--- src/rtl/ex_issue_pkg.sv ---
// Shared types for the EX issue stage: ALU opcodes, forwarding select, held-entry layout.
// Latency: n/a (types and a pure combinational helper only).
// Backpressure: n/a.
package ex_issue_pkg;

    // Datapath width; the held entry is laid out for 32-bit operands only.
    localparam int XLEN_W = 32;
    localparam int REG_W  = 5;

    // ALU opcode encoding, shared with decode and the ALU.
    typedef enum logic [2:0] {
        ALU_ADD  = 3'b000,
        ALU_SLL  = 3'b001,
        ALU_SLT  = 3'b010,
        ALU_SLTU = 3'b011,
        ALU_XOR  = 3'b100,
        ALU_SRL  = 3'b101,
        ALU_OR   = 3'b110,
        ALU_AND  = 3'b111
    } alu_op_e;

    // Operand source chosen by the forwarding network, in priority order.
    typedef enum logic [1:0] {
        FWD_ZERO = 2'd0,
        FWD_EXM  = 2'd1,
        FWD_MWB  = 2'd2,
        FWD_REG  = 2'd3
    } fwd_sel_e;

    // Everything latched when decode hands over an instruction.
    typedef struct packed {
        logic [XLEN_W-1:0] pc;
        logic [REG_W-1:0]  rs1;
        logic [REG_W-1:0]  rs2;
        logic [REG_W-1:0]  rd;
        logic [XLEN_W-1:0] rs1_data;
        logic [XLEN_W-1:0] rs2_data;
        logic [XLEN_W-1:0] imm;
        logic              use_imm;
        logic              use_pc;
        alu_op_e           alu_op;
        logic              alu_sub;
        logic              wen;
        logic              is_load;
    } ex_entry_t;

    // x0 is hardwired zero; a load in EX/MEM has no data yet, so it never forwards
    // (the hazard stall covers that case); EX/MEM is younger than MEM/WB and wins.
    function automatic fwd_sel_e fwd_select(
        input logic [REG_W-1:0] rs,
        input logic [REG_W-1:0] exm_rd,
        input logic             exm_wen,
        input logic             exm_is_load,
        input logic [REG_W-1:0] mwb_rd,
        input logic             mwb_wen
    );
        if (rs == '0) begin
            return FWD_ZERO;
        end
        if (exm_wen && !exm_is_load && (exm_rd == rs)) begin
            return FWD_EXM;
        end
        if (mwb_wen && (mwb_rd == rs)) begin
            return FWD_MWB;
        end
        return FWD_REG;
    endfunction

endpackage

--- src/rtl/ex_issue_fwd_mux.sv ---
// Per-source operand forwarding mux (zero / EX-MEM / MEM-WB / latched register data).
// Latency: purely combinational, re-evaluated every cycle on the held source index.
// Backpressure: none; the caller decides when the result is consumed.
module fwd_mux
    import ex_issue_pkg::*;
#(
    parameter int XLEN = 32
) (
    input  logic [REG_W-1:0] rs,
    input  logic [XLEN-1:0]  rs_data,
    input  logic [REG_W-1:0] exm_rd,
    input  logic             exm_wen,
    input  logic             exm_is_load,
    input  logic [XLEN-1:0]  exm_data,
    input  logic [REG_W-1:0] mwb_rd,
    input  logic             mwb_wen,
    input  logic [XLEN-1:0]  mwb_data,
    output logic [XLEN-1:0]  data
);

    fwd_sel_e sel;

    // Pick the freshest producer for this source register.
    always_comb begin
        sel  = fwd_select(rs, exm_rd, exm_wen, exm_is_load, mwb_rd, mwb_wen);
        data = rs_data;
        case (sel)
            FWD_ZERO: data = '0;
            FWD_EXM:  data = exm_data;
            FWD_MWB:  data = mwb_data;
            FWD_REG:  data = rs_data;
            default:  data = rs_data;
        endcase
    end

endmodule

--- src/rtl/ex_issue.sv ---
// Single-entry EX issue register with operand forwarding and load-use stall.
// Latency: one cycle from accept to presentation on out_*; back-to-back issue+accept has no bubble.
// Backpressure: in_ready drops while held and not issuing (out_ready low or load-use hazard) or on flush.
module ex_issue
    import ex_issue_pkg::*;
#(
    parameter int XLEN = 32
) (
    input  logic             clk,
    input  logic             rst_n,

    input  logic             in_valid,
    output logic             in_ready,
    input  logic [XLEN-1:0]  in_pc,
    input  logic [REG_W-1:0] in_rs1,
    input  logic [REG_W-1:0] in_rs2,
    input  logic [REG_W-1:0] in_rd,
    input  logic [XLEN-1:0]  in_rs1_data,
    input  logic [XLEN-1:0]  in_rs2_data,
    input  logic [XLEN-1:0]  in_imm,
    input  logic             in_use_imm,
    input  logic             in_use_pc,
    input  logic [2:0]       in_alu_op,
    input  logic             in_alu_sub,
    input  logic             in_wen,
    input  logic             in_is_load,

    input  logic             flush,

    input  logic [REG_W-1:0] exm_rd,
    input  logic             exm_wen,
    input  logic             exm_is_load,
    input  logic [XLEN-1:0]  exm_data,

    input  logic [REG_W-1:0] mwb_rd,
    input  logic             mwb_wen,
    input  logic [XLEN-1:0]  mwb_data,

    output logic             out_valid,
    input  logic             out_ready,
    output logic [XLEN-1:0]  alu_op1,
    output logic [XLEN-1:0]  alu_op2,
    output logic [2:0]       alu_opcode,
    output logic             alu_sub,
    output logic [XLEN-1:0]  out_pc,
    output logic [REG_W-1:0] out_rd,
    output logic             out_wen,
    output logic             out_is_load,
    output logic [XLEN-1:0]  out_store_data
);

    logic            valid_q;
    ex_entry_t       entry_q;
    ex_entry_t       entry_d;
    logic [XLEN-1:0] last_op1_q;
    logic [XLEN-1:0] last_op2_q;
    logic [XLEN-1:0] last_sd_q;

    logic            hazard;
    logic            accept;
    logic            issue;
    logic [XLEN-1:0] fwd_rs1;
    logic [XLEN-1:0] fwd_rs2;
    logic [XLEN-1:0] op1_live;
    logic [XLEN-1:0] op2_live;

    // Pack the decode handoff into one entry so the capture is a single assignment.
    always_comb begin
        entry_d          = '0;
        entry_d.pc       = in_pc;
        entry_d.rs1      = in_rs1;
        entry_d.rs2      = in_rs2;
        entry_d.rd       = in_rd;
        entry_d.rs1_data = in_rs1_data;
        entry_d.rs2_data = in_rs2_data;
        entry_d.imm      = in_imm;
        entry_d.use_imm  = in_use_imm;
        entry_d.use_pc   = in_use_pc;
        entry_d.alu_op   = alu_op_e'(in_alu_op);
        entry_d.alu_sub  = in_alu_sub;
        entry_d.wen      = in_wen;
        entry_d.is_load  = in_is_load;
    end

    // A load still in EX/MEM cannot forward; stall if either held source needs its result.
    // Both sources are compared regardless of use_imm/use_pc, which is conservative but safe.
    assign hazard = valid_q && exm_wen && exm_is_load && (exm_rd != '0) &&
                    ((exm_rd == entry_q.rs1) || (exm_rd == entry_q.rs2));

    assign in_ready  = (!valid_q || (out_ready && !hazard)) && !flush;
    assign out_valid = valid_q && !hazard && !flush;
    assign accept    = in_valid && in_ready;
    assign issue     = out_valid && out_ready;

    fwd_mux #(.XLEN(XLEN)) u_fwd_rs1 (
        .rs          (entry_q.rs1),
        .rs_data     (entry_q.rs1_data),
        .exm_rd      (exm_rd),
        .exm_wen     (exm_wen),
        .exm_is_load (exm_is_load),
        .exm_data    (exm_data),
        .mwb_rd      (mwb_rd),
        .mwb_wen     (mwb_wen),
        .mwb_data    (mwb_data),
        .data        (fwd_rs1)
    );

    fwd_mux #(.XLEN(XLEN)) u_fwd_rs2 (
        .rs          (entry_q.rs2),
        .rs_data     (entry_q.rs2_data),
        .exm_rd      (exm_rd),
        .exm_wen     (exm_wen),
        .exm_is_load (exm_is_load),
        .exm_data    (exm_data),
        .mwb_rd      (mwb_rd),
        .mwb_wen     (mwb_wen),
        .mwb_data    (mwb_data),
        .data        (fwd_rs2)
    );

    assign op1_live = entry_q.use_pc  ? entry_q.pc  : fwd_rs1;
    assign op2_live = entry_q.use_imm ? entry_q.imm : fwd_rs2;

    // With nothing held the forwarding inputs keep moving, so operands are frozen
    // at whatever was last presented instead of tracking unrelated producers.
    assign alu_op1        = valid_q ? op1_live : last_op1_q;
    assign alu_op2        = valid_q ? op2_live : last_op2_q;
    assign out_store_data = valid_q ? fwd_rs2  : last_sd_q;

    // Control fields only change on accept, so they hold naturally when empty.
    assign alu_opcode  = entry_q.alu_op;
    assign alu_sub     = entry_q.alu_sub;
    assign out_pc      = entry_q.pc;
    assign out_rd      = entry_q.rd;
    assign out_wen     = entry_q.wen;
    assign out_is_load = entry_q.is_load;

    // Occupancy: flush kills and blocks refill; accept wins over a same-cycle issue.
    always_ff @(posedge clk or negedge rst_n) begin
        if (!rst_n) begin
            valid_q <= 1'b0;
        end else if (flush) begin
            valid_q <= 1'b0;
        end else if (accept) begin
            valid_q <= 1'b1;
        end else if (issue) begin
            valid_q <= 1'b0;
        end
    end

    // Capture the decode handoff on accept only; accept already excludes flush.
    always_ff @(posedge clk or negedge rst_n) begin
        if (!rst_n) begin
            entry_q <= '0;
        end else if (accept) begin
            entry_q <= entry_d;
        end
    end

    // Track the operands currently presented so they can be held once the entry empties.
    always_ff @(posedge clk or negedge rst_n) begin
        if (!rst_n) begin
            last_op1_q <= '0;
            last_op2_q <= '0;
            last_sd_q  <= '0;
        end else if (valid_q) begin
            last_op1_q <= op1_live;
            last_op2_q <= op2_live;
            last_sd_q  <= fwd_rs2;
        end
    end

endmodule

--- config.mk ---
export PLATFORM = sky130hd
export DESIGN_NAME = ex_issue
export DESIGN_NICKNAME = d
export VERILOG_FILES = /design/src/rtl/ex_issue_pkg.sv /design/src/rtl/ex_issue_fwd_mux.sv /design/src/rtl/ex_issue.sv
export SDC_FILE = /design/constraint.sdc
export NUM_CORES = 1
export LEC_CHECK = 0
export ABC_AREA = 1
export BUFFER_PORTS_ARGS = -buffer_cell sky130_fd_sc_hd__clkbuf_2
export CORE_MARGIN = 4
export CORE_UTILIZATION = 55
export CTS_CLUSTER_SIZE = 30
export DETAILED_ROUTE_END_ITERATION = 6
export GPL_TIMING_DRIVEN = 0
export PLACE_DENSITY = 0.84
export REMOVE_ABC_BUFFERS = 1
export SLEW_MARGIN = 20
export SYNTH_ARGS = -nofsm -noshare
export SYNTH_HDL_FRONTEND = slang
export SYNTH_SLANG_ARGS = --single-unit
--- constraint.sdc ---
create_clock -name clk -period 3 [get_ports clk]
set_input_delay 0.6 -clock clk [delete_from_list [all_inputs] [get_ports clk]]
set_output_delay 0.6 -clock clk [all_outputs]
set_load 0.01 [all_outputs]
==> summary by stage, run 1 <==
Synthesis
The sequential element share of the synthesized area is 0.492. The gate count of the mapped netlist is 1641. The commonest cells after synthesis are 416 x sky130_fd_sc_hd__nand2_1, 248 x sky130_fd_sc_hd__dfrtp_1, 173 x sky130_fd_sc_hd__inv_1.

For this run, asynchronously set or reset flops after synthesis account for 1.00. The number of enable-type register cells in the synthesized netlist is 0. For this run, the leading register cell type out of synthesis is sky130_fd_sc_hd__dfrtp_1. The share of synthesized area in the top cell type comes to 0.492. Synthesis instantiated 21 different standard cells from the library. Counting flops and latches in the post-synthesis netlist gives 248. The cell area that synthesis handed to floorplanning was 12600 µm². The post-synthesis average cell area is 7.68 µm². By instance count, the leading cell after synthesis is sky130_fd_sc_hd__nand2_1. The count of synthesis-stage warnings from yosys is 0. By area the synthesized netlist is led by sky130_fd_sc_hd__dfrtp_1 49%, sky130_fd_sc_hd__nand2_1 12%, sky130_fd_sc_hd__nand4_1 8.1%. The synthesized design spends more area on one cell type than any other, namely sky130_fd_sc_hd__dfrtp_1.

Final layout
The area of all sequential standard cells is 6220 µm². In the final layout, the multi-input gates occupy 5920 µm². The utilization after layout is 0.768. In the final design database the tool counted 2226 nets.

The fraction of layout instances using a drive strength above 1 is 0.353. Fill cells in the final layout number 1501. Relative to the synthesized area, the layout overhead comes to 37.5%.

Setup path
The worst setup path is captured at a primary output. The maximum net fanout on the critical path is 5. The worst path buffer plus inverter count is 5.

The start point of the critical path is entry_q[111]$_DFFE_PN0P_. The biggest cell delay along the critical path is 410 ps. For this design, the slowest cell found on the critical path is sky130_fd_sc_hd__dfrtp_1. The category of the worst setup path launch point is a register.

The data required time of the critical path is 2400 ps. The most numerous cell type found on the critical path is sky130_fd_sc_hd__nand4_1. Among cell families on the critical path, the largest total delay comes from simple AND/OR/NAND/NOR gates. In this run the critical register-to-register path is launched from valid_q$_DFFE_PN0P_. Walking the worst path, the cells encountered are inv_2, nand2_1, nand4_1, buf_6, nor2_4, buf_12, nand2_8, buf_12, nand4_1, nand4_1, nand2_2, nand2_2, buf_6. The critical path start-end classification is register to primary output.

At the worst endpoint, the arrival time is 2640 ps.

Global route
The largest net degree at the start of global routing is 93. The initial antenna violation count came to 1. The global route total overflow is 0. The number of global-route vias before repair was 13.4k. The first global-routing pass estimated 73100 µm of wire. In the global route stage, overall resource usage came out at 0.359.

Timing
The worst pin sits at a relative slew slack of 0.442. Clock skew on the completed layout was measured at 23.2 ps. The total count of max-transition violations in the final report is 0.

The final period demand of the worst path is 3240 ps. The maximum clock frequency is 308 MHz. The final number of setup-violating endpoints is 96. Setup repair after global routing could not meet its margin everywhere. Of the available clock period, the critical path in the final layout requires 1.08. The worst-case setup margin in the final layout is -245 ps.

The final count of hold timing violations is 0. The actual transition at the worst max-transition pin is 837 ps.

Status
The flow ran to the end, but the final reports show violations. The final reports fail on setup timing.

Job
The tool flagged a number of max-cap violations equal to 0.

Routing
The iteration count of the initial detailed-routing pass is 6. Detailed routing inserted a total of 14.2k vias. The routed design has 53100 µm of wire. The average routed wire per standard cell is 23.1 µm.

After detailed routing, the number of remaining DRC violations is 0. The violation count after the first detailed-route iteration is 2090. The count of nets left with antenna violations once routing finished came out at 0. The via-per-instance ratio is 6.19.

Placement
The congestion estimate from routability-driven global placement came to 0.871. The estimated wirelength of the detail-placed design is 26700 µm. The worst slack at placement is -1200 ps. Input and output buffers added on the ports amount to 373.

Floorplan
The overall die width is 159 µm. For this configuration, the core starts out at a cell density of 0.559. The y dimension of the die is 159 µm. The row count is 55. The area enclosed by the die boundary is 25400 µm². For this design the top-level I/O count stands at 374. The area of the core region is 22600 µm².

Power
The highest ir drop seen on vdd is 542 µV. The power density over the cells is 649 nW/µm². The leakage component of the power is 9.29 nW.

CTS
After clock tree synthesis, the clock-pin slew on the worst setup and hold paths is 60 ps. For this design, the CTS-stage hold fixing added 0 buffers. Counting along the longest clock path gives a buffer depth of 3. Clock tree synthesis inserted a total of 27 buffers. The clock latency on the worst-skew pair is 540 ps.

The TritonCTS sink count is 248. TritonCTS built the clock tree. In this run the number of H-tree levels came out at 1. The cell sitting at the root of the clock tree is a sky130_fd_sc_hd__clkbuf_16.

Hold path
The tightest min-delay check is of the primary input to async pin type.
[layout make-up]
cell class | count | share of cell area
timing repair buffer | 462 | 0.181
antenna | 1 | 0.000144
clock inverter | 7 | 0.00217
inverter | 178 | 0.0446
timing repair inverter | 7 | 0.00736
clock buffer | 41 | 0.0443
sequential | 248 | 0.359
tap | 285 | 0.0206
multi-input combinational | 1069 | 0.341
[what timing repair did]
action	4_1_cts	5_1_grt
setup buffers	40	27
setup endpoints to repair	294	99
cloned	12	12
resized for setup	80	247
pin swaps	26	82
[state kept, by name, indices dropped and copies added (netlist names)]
signal       flops
out_pc          32
out_is_load      1
out_rd           5
valid_q          1
out_wen          1
alu_sub          1
entry_q        108
last_sd_q       32
last_op2_q      32
last_op1_q      32
alu_opcode       3
[cell families (layout without fill, tap and decap cells)]
kind of cell	after synthesis	after routing	share of synthesized area
compound gates	222	222	0.0892
buf+inv	336	695	0.120
xor+xnor	4	4	0.00278
simple gates	831	843	0.296
flops	248	248	0.492
other cells	0	1	0
[layer usage]
layer | part of all wire | up-vias | GRT usage | wire length (µm)
li1 | - | 6099 | - | -
met1 | 0.35 | 6462 | 0.452 | 18400
met2 | 0.44 | 1295 | 0.576 | 23400
met3 | 0.13 | 378 | 0.0852 | 7170
met4 | 0.079 | 0 | 0.197 | 4180
met5 | 0 | - | 0 | 0
[placed cells by master (no fill, tap or decap), types with 2 or more instances in the layout]
cell / n
sky130_fd_sc_hd__buf_12: 19
sky130_fd_sc_hd__clkbuf_16: 30
sky130_fd_sc_hd__buf_6: 30
sky130_fd_sc_hd__clkinv_8: 3
sky130_fd_sc_hd__dfrtp_2: 9
sky130_fd_sc_hd__inv_16: 4
sky130_fd_sc_hd__o21ai_1: 103
sky130_fd_sc_hd__buf_2: 25
sky130_fd_sc_hd__clkinv_16: 3
sky130_fd_sc_hd__buf_4: 41
sky130_fd_sc_hd__clkbuf_2: 335
sky130_fd_sc_hd__clkbuf_8: 5
sky130_fd_sc_hd__nand4_1: 163
sky130_fd_sc_hd__nor2_4: 9
sky130_fd_sc_hd__dfrtp_1: 238
sky130_fd_sc_hd__nor3_4: 2
sky130_fd_sc_hd__nand3_1: 64
sky130_fd_sc_hd__inv_4: 5
sky130_fd_sc_hd__clkbuf_1: 10
sky130_fd_sc_hd__inv_1: 163
sky130_fd_sc_hd__nand2_8: 5
sky130_fd_sc_hd__nor2_1: 103
sky130_fd_sc_hd__nor2_2: 3
sky130_fd_sc_hd__nand2_2: 40
sky130_fd_sc_hd__xnor2_2: 4
sky130_fd_sc_hd__inv_2: 5
sky130_fd_sc_hd__buf_16: 6
sky130_fd_sc_hd__a21oi_1: 34
sky130_fd_sc_hd__nand2_4: 7
sky130_fd_sc_hd__o21ai_0: 53
sky130_fd_sc_hd__clkinv_2: 6
sky130_fd_sc_hd__nand3_2: 56
sky130_fd_sc_hd__nand2_1: 370
sky130_fd_sc_hd__nand3_4: 20
sky130_fd_sc_hd__a21oi_2: 31
[per-stage QoR]
stage	instance area [µm²]	setup TNS (ps)	std cells	total power [mW]	hold WS, ps
4_1_cts	16000	-1100	2259	10.6	86.1
3_3_place_gp	14000	-3147980	2141	7.07	459
6_report	17300	-12090	2298	11.2	77.6
3_5_place_dp	14400	-122500	2159	7.19	461
2_1_floorplan	11800	-1008360	1483	5.89	304
5_1_grt	17300	-20520	2298	11.7	106
[power breakdown]
| group | internal (mW) | switching, mW |
|---|---|---|
| clock network | 1.75 | 1.35 |
| registers | 4.02 | 0.377 |
| logic | 1.40 | 2.35 |
| total | 7.17 | 4.08 |
[worst register-to-register path: cells and delay by family (launching register included)]
kind | cells | cell delay, ps
flops | 1 | 500
buf+inv | 5 | 1240
simple gates | 3 | 670
compound gates | 1 | 260
[worst paths after layout]
path | endpoint | slack [ps] | depth (start not counted)
setup / recovery | alu_op2[12] | -240 | 13
hold / removal | entry_q[78]$_DFFE_PN0P_ | 80 | 1
setup reg to reg | out_pc[23]$_DFFE_PN0P_ | 220 | 9
hold reg to reg | last_op2_q[2]$_DFF_PN0_ | 470 | 2
max in group asynchronous | entry_q[63]$_DFFE_PN0P_ | 2030 | 2
min in group clk | out_rd[0]$_DFFE_PN0P_ | 270 | 3
Note: power is estimated with default switching activity, not from simulation.
==> run 2, diff against run 1 <==
- CORE_UTILIZATION: 55 -> 52
- PLACE_DENSITY: 0.84 -> 0.8
- clock period: 3 -> 3.3 ns (I/O delays scaled with it)
==> run 2 against run 1 <==
Against the previous run: the run now ends clean; cell count decreased by 0.91%; via count is 7.5% lower; clock skew decreased by 7.0 ps; die area is 5.5% higher; sequential cell count unchanged; register-to-register slack about the same; worst hold slack gained 3.5 ps; combinational power down 23%; wire length down 15%; core utilization is 9.0 points lower; non-clock buffer count shrank 43; clock power down 3%; largest cell class unchanged.
==> summary by stage, run 2 (synthesis results as in run 1) <==
Status
The flow ran to the end, and the final reports show no timing, DRC or antenna violations.

Timing
Hold timing on the final database bottoms out at a slack of 81.1 ps. In this run the tightest slew margin relative to its limit is 0.439. In the finished design, the share of the clock period the worst path needs comes to 0.997.

The clock arrives with 16.2 ps of skew. The final period demand of the worst path is 3290 ps. Setup total negative slack on the finished layout was measured at 0 ps.

The actual transition at the worst max-transition pin is 841 ps. Timing would allow up to 304 MHz. Setup violations remaining at the end of the flow were counted as 0. The total count of max-transition violations in the final report is 0. The final count of hold timing violations was 0.

Setup slack closes at 10.0 ps.

Setup path
For the worst setup path, the data required time is 2640 ps. The cell that appears most often on the critical path is sky130_fd_sc_hd__nand2_1. The biggest cell delay along the critical path is 450 ps. The worst setup path is captured at a primary output.

The critical path goes through inv_4, nand2_1, nand2_1, nor2_2, nand4_1, buf_4, buf_6, buf_8, nand3_1, nand3_1, nand2_1, a21oi_2, clkbuf_2. Data arrives at the worst endpoint at 2630 ps. STA classifies the critical path startpoint as a register. The critical path start-end classification is register to primary output. Among all stages on the critical path, the largest delay is contributed by sky130_fd_sc_hd__dfrtp_2. The maximum net fanout on the critical path is 15.

Routing
The first routing iteration left 1588 violations. Wires add up to 45200 µm. The first TritonRoute pass finished after 6 iterations. The detailed-route wire length on metal 1 is 16700 µm. Dividing the detail-routed via count by the number of cells gives 5.78. The remaining antenna violation count is 0.

The total via count in the routed design is 13.2k. The highest routing layer actually used is met4. The average routed wire per standard cell is 19.9 µm. The length of routed met3 wiring is 5620 µm. The met2 routed wirelength is 20300 µm.

The number of DRC violations after detailed routing is 0.

Floorplan
The area of the core region is 23700 µm². The initialized floorplan defines 56 standard-cell rows. The overall die width is 164 µm. The y dimension of the die is 164 µm.

The initial cell density of the core is 0.532. The die covers 26800 µm². The number of ports placed on the die boundary is 374.

Placement
The count of buffers added on input and output ports is 373. The routability congestion estimate is 0.895. After detailed placement, the total cell area comes to 14500 µm². Summed over all nets, the half-perimeter wirelength after detailed placement is 26700 µm. The worst slack at placement is -944 ps.

Final layout
The final instance area is 16100 µm². The register ranked first by flip-flop count is entry_q. The register with the most flip-flops in the layout has 108 of them. In the final design database the tool counted 2173 nets. The area overhead of the layout relative to synthesis is 27.3%.

Of the cells placed in the final design, the portion with a size suffix greater than 1 is 0.268. The most common cell after layout, fill and taps aside is sky130_fd_sc_hd__nand2_1. The number of fillers in the final layout is 1931. Leaving out fill and tap cells, the most frequent cells in the layout are 413 x sky130_fd_sc_hd__nand2_1, 372 x sky130_fd_sc_hd__clkbuf_2, 240 x sky130_fd_sc_hd__dfrtp_1.

Power
Across the VDD grid, the largest voltage drop is 460 µV. Of the total power, the share spent switching nets is 0.339. The total power after layout is 9.84 mW. The leakage component of the power is 8.73 nW. The switching power is 3.33 mW. The total internal power is 6.51 mW. The part of the power in the clock network is 0.305. The combinational share of power is 0.292. The sequential power share is 0.404.

Power spread over the standard cell area amounts to 613 nW/µm².

CTS
For this design, the sink count on the clock tree is 248. The CTS root buffer is sky130_fd_sc_hd__clkbuf_16. The number of H-tree branching levels is 1.

The maximum clock insertion buffer count is 3. At the later pin of the worst-skew pair, clock insertion delay measures 530 ps. Counting the buffers created by CTS gives 27. After clock tree synthesis, the clock-pin slew on the worst setup and hold paths is 60 ps.

TritonCTS built the clock tree.

Global route
Summed over all layers, the global routing overflow is 0. The first global-routing pass estimated 67500 µm of wire. Across every metal layer, demand over resource in global routing totals 0.318.

The initial antenna violation count is 1. The number of global-route vias before repair is 12.7k. The largest net degree at the start of global routing is 82.

Job
Across the run, the number of max-cap violations was 0.

Hold path
The worst hold-check path type is primary input to async pin.
-- run 2: cell types whose count changed in the layout (fill, tap and decap cells not counted), sizes merged --
cell and delta:
buf -77, clkbuf +34, clkinv -9, bufinv +4, nand2 -3, inv -2
nand3 -2
-- run 2: final cells by class --
| type | count | area, µm² | area share |
|---|---|---|---|
| Antenna cell | 1 | 2.50 | 0.000156 |
| Clock buffer | 41 | 798 | 0.0497 |
| Clock inverter | 5 | 77.6 | 0.00483 |
| Inverter | 178 | 768 | 0.0479 |
| Multi-Input combinational cell | 1064 | 5160 | 0.322 |
| Sequential cell | 248 | 6220 | 0.387 |
| Tap cell | 319 | 399 | 0.0249 |
| Timing Repair Buffer | 419 | 2610 | 0.162 |
| Timing Repair inverter | 2 | 20.0 | 0.00125 |
-- run 2: worst paths after layout --
kind,cells after the start,slack [ps],from,end
max,13,10,entry_q[115]$_DFFE_PN0P_,alu_op1[15]
min,1,80,rst_n,out_pc[16]$_DFFE_PN0P_
max reg2reg,11,230,valid_q$_DFFE_PN0P_,entry_q[87]$_DFFE_PN0P_
min reg2reg,2,480,last_sd_q[16]$_DFF_PN0_,last_sd_q[16]$_DFF_PN0_
max in group asynchronous,3,2150,rst_n,entry_q[10]$_DFFE_PN0P_
min in group clk,3,340,in_rs1[1],entry_q[115]$_DFFE_PN0P_
-- run 2: stage by stage --
stage,cells,util
4_1_cts,2264,0.665
6_report,2277,0.678
3_3_place_gp,2175,0.592
3_5_place_dp,2194,0.612
5_1_grt,2277,0.678
2_1_floorplan,1483,-
-- run 2: routing by layer --
metal,GRT usage,vias up
li1,-,5977
met1,0.410,6060
met2,0.502,924
met3,0.0738,206
met4,0.168,0
met5,0,-
-- run 2: worst max-delay path, delay by kind of cell (launching register included) --
family                 cells  cell delay, ps
DFF                        1             450
and+or+nand+nor            7             660
buffers and inverters      5             750
AOI/OAI and AO/OA          1             220
-- run 2: timing repair --
action,4_1_cts,5_1_grt
gates resized for setup,26,52
hold buffers,0,0
setup buffers,18,8
pin swaps,10,11
endpoints found under the setup margin,158,134
cloned,6,4
-- run 2: power groups by stage --
stage               Clock (mW)  Sequential (mW)  Combinational, mW
global placement             0             4.01               2.42
finish                    3.00             3.97               2.87
floorplan                    0             3.97               1.38
global route              3.19             4.03               3.14
detailed placement           0             4.00               2.55
CTS                       3.04             3.95               2.72
